$ cat config.mk
export PLATFORM = sky130hd
export DESIGN_NAME = rs_latch_arbiter
export DESIGN_NICKNAME = d
export VERILOG_FILES = /design/src/rtl/rs_latch_pkg.sv /design/src/rtl/rs_latch_arbiter_rr_arb2.sv /design/src/rtl/rs_latch_arbiter.sv
export SDC_FILE = /design/constraint.sdc
export NUM_CORES = 1
export LEC_CHECK = 0
export CAP_MARGIN = 20
export CORE_UTILIZATION = 40
export CTS_BUF_LIST = sky130_fd_sc_hd__clkbuf_16
export DETAILED_ROUTE_END_ITERATION = 6
export GPL_ROUTABILITY_DRIVEN = 0
export GPL_TIMING_DRIVEN = 0
export PLACE_DENSITY = 0.8
export REMOVE_ABC_BUFFERS = 1
export SLEW_MARGIN = 5
export SYNTH_ARGS = -nofsm -noshare
export SYNTH_HDL_FRONTEND = slang
export SYNTH_SLANG_ARGS = --single-unit
$ cat constraint.sdc
create_clock -name Clk -period 3.8 [get_ports Clk]
set_input_delay 0.76 -clock Clk [delete_from_list [all_inputs] [get_ports Clk]]
set_output_delay 0.76 -clock Clk [all_outputs]
set_load 0.01 [all_outputs]
$ cat src/rtl/rs_latch_pkg.sv
// rs_latch_pkg
//   Shared constants for the RS-latch bank arbiter: default bank geometry,
//   the set/clear opcode values and the controller state encoding.
//   No ports (package).
package rs_latch_pkg;

  localparam int N_LATCH_DEF    = 8;
  localparam int SETTLE_CYC_DEF = 2;

  // Command opcode carried on reqX_op.
  localparam logic OP_SET = 1'b1;
  localparam logic OP_CLR = 1'b0;

  // Controller states, kept as plain constants so older tools can consume them.
  localparam int         ST_W      = 2;
  localparam logic [1:0] ST_IDLE   = 2'd0;
  localparam logic [1:0] ST_DRIVE  = 2'd1;
  localparam logic [1:0] ST_SETTLE = 2'd2;
  localparam logic [1:0] ST_CHECK  = 2'd3;

endpackage

$ cat src/rtl/rs_latch_arbiter_rr_arb2.sv
// rr_arb2
//   Two-way round-robin arbiter. When both requesters are valid, the one
//   that did not win last time is granted. Otherwise the single valid one is
//   granted.
//   Ports:
//     valid0, valid1 : request lines
//     last_grant     : id of the previous winner
//     grant_valid    : some requester is granted
//     grant_id       : id of the granted requester (meaningful with grant_valid)
module rr_arb2 (
  input  logic valid0,
  input  logic valid1,
  input  logic last_grant,
  output logic grant_valid,
  output logic grant_id
);

  always_comb begin
    grant_valid = valid0 | valid1;
    if (valid0 && valid1) begin
      grant_id = ~last_grant;
    end else begin
      grant_id = valid1;
    end
  end

endmodule

$ cat src/rtl/rs_latch_arbiter.sv
// rs_latch_arbiter
//   Shares a bank of N_LATCH gated RS latches between two requesters. Each
//   accepted command is carried out in four steps:
//     1. round-robin grant;
//     2. a one-cycle drive of S or R together with the gate enable;
//     3. SETTLE_CYC quiet cycles;
//     4. a readback of Q, reported with a done pulse.
//   Only one write is ever in flight, and R and S are never high together.
//   Ports:
//     Clk, Resetn            : clock, synchronous active-low reset
//     reqX_valid/idx/op      : command from requester X (op 1=set, 0=clear)
//     reqX_ready             : requester X accepted this cycle (IDLE only)
//     R, S, En               : per-latch reset, set and gate enable
//     Q                      : latch outputs for readback
//     done/done_id/done_err  : completion pulse, owning requester,
//                              readback mismatch
//     busy                   : a command is in progress
module rs_latch_arbiter
  import rs_latch_pkg::*;
#(
  parameter int N_LATCH    = N_LATCH_DEF,
  parameter int IDX_W      = 3,
  parameter int SETTLE_CYC = SETTLE_CYC_DEF
) (
  input  logic               Clk,
  input  logic               Resetn,
  input  logic               req0_valid,
  input  logic [IDX_W-1:0]   req0_idx,
  input  logic               req0_op,
  output logic               req0_ready,
  input  logic               req1_valid,
  input  logic [IDX_W-1:0]   req1_idx,
  input  logic               req1_op,
  output logic               req1_ready,
  output logic [N_LATCH-1:0] R,
  output logic [N_LATCH-1:0] S,
  output logic [N_LATCH-1:0] En,
  input  logic [N_LATCH-1:0] Q,
  output logic               done,
  output logic               done_id,
  output logic               done_err,
  output logic               busy
);

  // The counter is loaded with SETTLE_CYC-1 and counts down to zero.
  // That yields exactly SETTLE_CYC cycles in SETTLE.
  localparam logic [3:0] CNT_LOAD = 4'(SETTLE_CYC - 1);

  logic [ST_W-1:0]  state_q, state_d;
  logic [IDX_W-1:0] idx_q, idx_d;
  logic             op_q, op_d;
  logic             id_q, id_d;
  logic             last_grant_q, last_grant_d;
  logic [3:0]       cnt_q, cnt_d;

  logic             grant_valid;
  logic             grant_id;
  logic             in_idle;
  logic [N_LATCH-1:0] sel_oh;
  logic             rb_hit;
  logic             rb_mismatch;

  rr_arb2 u_arb (
    .valid0      (req0_valid),
    .valid1      (req1_valid),
    .last_grant  (last_grant_q),
    .grant_valid (grant_valid),
    .grant_id    (grant_id)
  );

  assign in_idle    = (state_q == ST_IDLE);
  assign req0_ready = in_idle & grant_valid & ~grant_id;
  assign req1_ready = in_idle & grant_valid & grant_id;
  assign busy       = ~in_idle;

  // One-hot select of the captured index.
  // An index beyond the bank decodes to all zeros, so it never drives a latch.
  always_comb begin
    sel_oh = '0;
    for (int i = 0; i < N_LATCH; i++) begin
      if (idx_q == IDX_W'(i)) begin
        sel_oh[i] = 1'b1;
      end
    end
  end

  // Drive only during the single DRIVE cycle.
  // S is driven for a set and R for a clear, never both.
  always_comb begin
    En = '0;
    S  = '0;
    R  = '0;
    if (state_q == ST_DRIVE) begin
      En = sel_oh;
      S  = (op_q == OP_SET) ? sel_oh : '0;
      R  = (op_q == OP_CLR) ? sel_oh : '0;
    end
  end

  // Readback. A missing target latch (no select bit set) always counts as
  // an error.
  always_comb begin
    rb_hit      = |(Q & sel_oh);
    rb_mismatch = ~(|sel_oh) | (rb_hit != op_q);
  end

  assign done     = (state_q == ST_CHECK);
  assign done_id  = done & id_q;
  assign done_err = done & rb_mismatch;

  // Sequencer. A grant is only taken in IDLE, so the cycle after CHECK is
  // the earliest point where a new command can be accepted.
  always_comb begin
    state_d      = state_q;
    idx_d        = idx_q;
    op_d         = op_q;
    id_d         = id_q;
    last_grant_d = last_grant_q;
    cnt_d        = cnt_q;
    case (state_q)
      ST_IDLE: begin
        if (grant_valid) begin
          id_d         = grant_id;
          idx_d        = grant_id ? req1_idx : req0_idx;
          op_d         = grant_id ? req1_op : req0_op;
          last_grant_d = grant_id;
          state_d      = ST_DRIVE;
        end
      end
      ST_DRIVE: begin
        cnt_d   = CNT_LOAD;
        state_d = ST_SETTLE;
      end
      ST_SETTLE: begin
        if (cnt_q == 4'd0) begin
          state_d = ST_CHECK;
        end else begin
          cnt_d = cnt_q - 4'd1;
        end
      end
      ST_CHECK: begin
        state_d = ST_IDLE;
      end
      default: begin
        state_d = ST_IDLE;
      end
    endcase
  end

  // Reset abandons any command silently.
  // last_grant starts at 1 so requester 0 wins the first contention.
  always_ff @(posedge Clk) begin
    if (!Resetn) begin
      state_q      <= ST_IDLE;
      idx_q        <= '0;
      op_q         <= 1'b0;
      id_q         <= 1'b0;
      last_grant_q <= 1'b1;
      cnt_q        <= 4'd0;
    end else begin
      state_q      <= state_d;
      idx_q        <= idx_d;
      op_q         <= op_d;
      id_q         <= id_d;
      last_grant_q <= last_grant_d;
      cnt_q        <= cnt_d;
    end
  end

endmodule

==> reports/results.md <==
| Step | Parameter | This run |
| --- | --- | --- |
| cts | Number of sinks on the clock net | 12 |
| sta | Period utilization | 89.1% |
| placed design | Total instance count after detailed placement | 184 |
| hold path | Worst Hold End | id_q |
| setup path | Worst flop-to-flop path endpoint | state_q[1] |
| sta | Slew of the pin with the lowest slew margin | 585 ps |
| cts | Cts repair resizes | 0 |
| cts | Clock latency at the later pin of the worst-skew pair | 240 ps |
| setup path | Worst Path Max Fanout | 8 |
| drt | Routed length on met2 | 1180 um |
| logic synthesis | Number of synthesized register bits | 12 |
| floorplan | Width of the chip | 49.1 um |
| logic synthesis | Number of synthesized flops with an enable pin | 0 |
| drt | Top layer in use | met4 |
| layout | Area growth syn-to-layout | 64.1% |
| setup path | Endpoint required time on the critical path | 3040 ps |
| global route | Maximum number of pins on one net before global-route repair | 19 |
| run status | Status | completed |
| drt | Final Routed Wirelength | 2330 um |
| layout | Number of cells in the finished layout apart from fillers | 187 |
| setup path | Most frequent cell on the critical path | sky130_fd_sc_hd__clkdlybuf4s50_1 |
| hold path | Path class of the lowest-slack min-delay path | flop to flop |
| pwr | NetSw | 291 uW |
| logic synthesis | Total standard cell area after synthesis | 888 sq um |
| setup path | Cells traversed along the worst timing path | clkdlybuf4s50_1 -> a21boi_0 -> nand2_1 -> inv_1 -> clkdlybuf4s50_1 |
| layout | Antenna diode instance count | 0 |
| pwr | Sequential share of power | 27.0% |
| logic synthesis | Fraction of registers with async set/reset | 0% |
| setup path | Largest stage delay on the critical path | 560 ps |
| sta | Max-slew violations | 0 |
| pwr | Maximum resistive drop on vdd | 0.000449 V |
| setup path | Type of element launching the critical path | input port |
| sta | Setup TNS | 0 ps |
| sta | Unrepaired setup endpoints after global routing | no |
| pwr | Internal power summed over all cells | 490 uW |
| floorplan | I/O Pins | 50 |
| sta | Worst max-slew margin expressed relative to the limit | 60.7% |
| pwr | Net Sw Frac | 37.3% |
| setup path | Highest-delay cell along the critical path | sky130_fd_sc_hd__a21boi_0 |
| logic synthesis | Mean instance size in the synthesized netlist | 7.79 sq um |
| drt | First-iteration detailed-routing DRC count | 3 |
| pwr | Share of power burned in combinational logic | 48.9% |
| global route | Number of antenna violations at the first check in global routing | 0 |
| cts | Depth of the CTS H-tree | 1 |
| global route | Global-route wire length before repair | 3980 um |
| hold path | Worst hold path startpoint | id_q |
| setup path | Launch instance of the worst register-to-register path | cnt_q[0] |
| setup path | Type of the worst setup path | input port to primary output |
| layout | Proportion of layout cells with a drive suffix above 1 | 3.75% |
| setup path | Arrival time of the worst setup path | 2620 ps |
| layout | Fill cells | 164 |
| logic synthesis | Prevailing post-synth register cell | sky130_fd_sc_hd__dfxtp_1 |
| global route | Total overflow reported by the global router | 0 |
| logic synthesis | Part of the Yosys area used for sequential elements | 27.0% |
| logic synthesis | Count of mapped cells out of synthesis | 114 |
| setup path | Worst R2R Setup Slack | 2100 ps |
| drt | Overall via count from detail_route | 954 |
| drt | First-pass iteration count of the detailed router | 4 |
| placed design | Port Buf Inserts | 49 |
| cts | CTS hold repair buffers | 0 |
| logic synthesis | Synthesis warning total | 0 |
| drt | Wl on met1 | 932 um |
| global route | Number of global-route vias before repair | 923 |
| cts | Setup fix buffers added after clock tree synthesis | 0 |
| logic synthesis | Number of unique standard cell types used by synthesis | 28 |
| cts | Number of buffers added by the clock tree synthesis step | 3 |
| floorplan | Overall die area | 2410 sq um |
| setup path | Worst reg-to-reg path cell count | 6 |
| drt | Routed Antenna Nets | 0 |
| pwr | Clk network pwr share | 24.1% |
| cts | Clock root buffer master | sky130_fd_sc_hd__clkbuf_16 |
| floorplan | Core Rows | 16 |
| drt | DR WL met3 | 163 um |
| cts | Clock tree from TritonCTS | yes |
| floorplan | Core footprint | 2020 sq um |
| floorplan | Height of the chip | 49.1 um |
| sta | Setup violation total in the final timing report | 0 |
| sta | Final worst path period need | 3380 ps |
| cts | Maximum number of buffers from clock root to sink | 2 |
| drt | Post-detailed-route wirelength per cell | 12.5 um |
| global route | Overall routing resource usage | 21.3% |
| sta | Final clock skew | 1.90 ps |
| drt | Detailed-route DRC error count | 0 |
| pwr | Power per unit of standard cell area | 536 nW/um^2 |
| cts | Post-CTS clock slew at the launch and capture registers of the worst setup and hold paths | 40 ps |
| placed design | Post-detailed-placement half-perimeter wirelength | 1910 um |
| sta | Maximum achievable frequency | 295 MHz |
| flow run | Max Cap Viol | 0 |
| drt | Via-per-instance ratio | 5.10 |
| layout | NumNets Final | 188 |
| sta | Worst slack on hold paths | 477 ps |
| hold path | Hold Crit Depth | 2 |
| sta | Final Hold Viols | 0 |
| setup path | Setup crit end kind | primary output |
| floorplan | Starting Density | 43.9% |
| pwr | Leak pwr | 0.000560 uW |
[power groups by stage]
| stage | clock network, uW | logic (uW) | registers [uW] |
|---|---|---|---|
| after floorplan | 0 | 238 | 200 |
| after global placement | 0 | 365 | 211 |
| final | 189 | 382 | 211 |
| after detailed placement | 0 | 381 | 214 |
| after CTS | 193 | 383 | 212 |
| after global routing | 196 | 419 | 220 |
[area by class of cell]
type                    count  area (sq um)  area share (%)
well taps                  27          33.8            2.32
multi-input cells          90           596            40.9
flip-flops and latches     12           240            16.5
repair buffers             49           490            33.6
inverters                   6          22.5            1.55
clock buffers               3          75.1            5.15
[stage by stage]
step | total power, uW | instance area, sq um | utilization [%] | setup WS (ps)
5_1_grt | 835 | 1460 | 72.1 | 283
3_3_place_gp | 577 | 1380 | 68.4 | 453
4_1_cts | 789 | 1460 | 72.1 | 439
6_report | 781 | 1460 | 72.1 | 415
3_5_place_dp | 595 | 1380 | 68.4 | 453
2_1_floorplan | 438 | 858 | - | 1440
[critical path, delay by kind of cell]
family / cells / cell delay, ps
buffers and inverters: 3 / 1160
AO/OA/AOI/OAI: 1 / 560
AND/OR/NAND/NOR: 1 / 140
[worst max path at each step]
stage                      end        from  cells after the start
detailed placement    done_err        Q[7]                      6
floorplan             done_err        Q[7]                      4
finish              req1_ready  req0_valid                      5
CTS                   done_err        Q[7]                      6
global placement      done_err        Q[7]                      6
global route        req1_ready  req0_valid                      5
[sequential cells by signal, indices dropped and copies added, names as in the netlist]
signal	count
cnt_q	4
id_q	1
idx_q	3
last_grant_q	1
op_q	1
state_q	2
[cells by family after synthesis]
logic type	synth area share (%)
multiplexers	8.17
AND/OR/NAND/NOR	34.1
flip-flops	27.0
AO/OA/AOI/OAI	13.4
adder cells (fa/ha/maj)	8.45
buffers and inverters	5.92
XOR/XNOR	2.96
[placed cells by master, fill, tap and decap left out, drive strengths merged]
| cell | Yosys | final |
|---|---|---|
| nand2b | 4 | 4 |
| a21boi | 2 | 2 |
| o211ai | 1 | 1 |
| o221a | 1 | 1 |
| or2b | 1 | 1 |
| nand2 | 12 | 12 |
| clkdlybuf4s50 | 0 | 49 |
| dfxtp | 12 | 12 |
| or3b | 1 | 1 |
| ha | 6 | 6 |
| nor2b | 2 | 2 |
| a32oi | 4 | 4 |
| inv | 6 | 6 |
| xnor2 | 1 | 1 |
| o211a | 1 | 1 |
| nor2 | 10 | 10 |
| a22oi | 1 | 1 |
| o21a | 1 | 1 |
| o21ai | 5 | 5 |
| nand3 | 3 | 3 |
| nor3 | 9 | 9 |
| clkbuf | 5 | 3 |
| nor4 | 2 | 2 |
| mux4 | 1 | 1 |
| and2 | 14 | 14 |
| mux2i | 5 | 5 |
| xor2 | 2 | 2 |
| and3 | 1 | 1 |
[synth_stat cells, types with 2 or more instances]
| cell | number | area, sq um |
|---|---|---|
| sky130_fd_sc_hd__nand2b_1 | 4 | 25.0 |
| sky130_fd_sc_hd__dfxtp_1 | 12 | 240 |
| sky130_fd_sc_hd__clkbuf_1 | 5 | 18.8 |
| sky130_fd_sc_hd__nand3_1 | 3 | 15.0 |
| sky130_fd_sc_hd__nor2b_1 | 2 | 12.5 |
| sky130_fd_sc_hd__inv_1 | 6 | 22.5 |
| sky130_fd_sc_hd__xor2_1 | 2 | 17.5 |
| sky130_fd_sc_hd__nand2_1 | 12 | 45.0 |
| sky130_fd_sc_hd__a21boi_0 | 2 | 15.0 |
| sky130_fd_sc_hd__and2_1 | 14 | 87.6 |
| sky130_fd_sc_hd__nor4_1 | 2 | 12.5 |
| sky130_fd_sc_hd__o21ai_0 | 5 | 25.0 |
| sky130_fd_sc_hd__ha_1 | 6 | 75.1 |
| sky130_fd_sc_hd__nor3_1 | 9 | 45.0 |
| sky130_fd_sc_hd__mux2i_1 | 5 | 50.1 |
| sky130_fd_sc_hd__a32oi_1 | 4 | 35.0 |
| sky130_fd_sc_hd__nor2_1 | 10 | 37.5 |
[metal layers]
layer / global-route usage, % / up-vias
li1: - / 489
met1: 21.8 / 423
met2: 40.0 / 36
met3: 5.30 / 6
met4: 9.31 / 0
met5: 0 / -
Note: power is estimated with default switching activity, not from simulation.
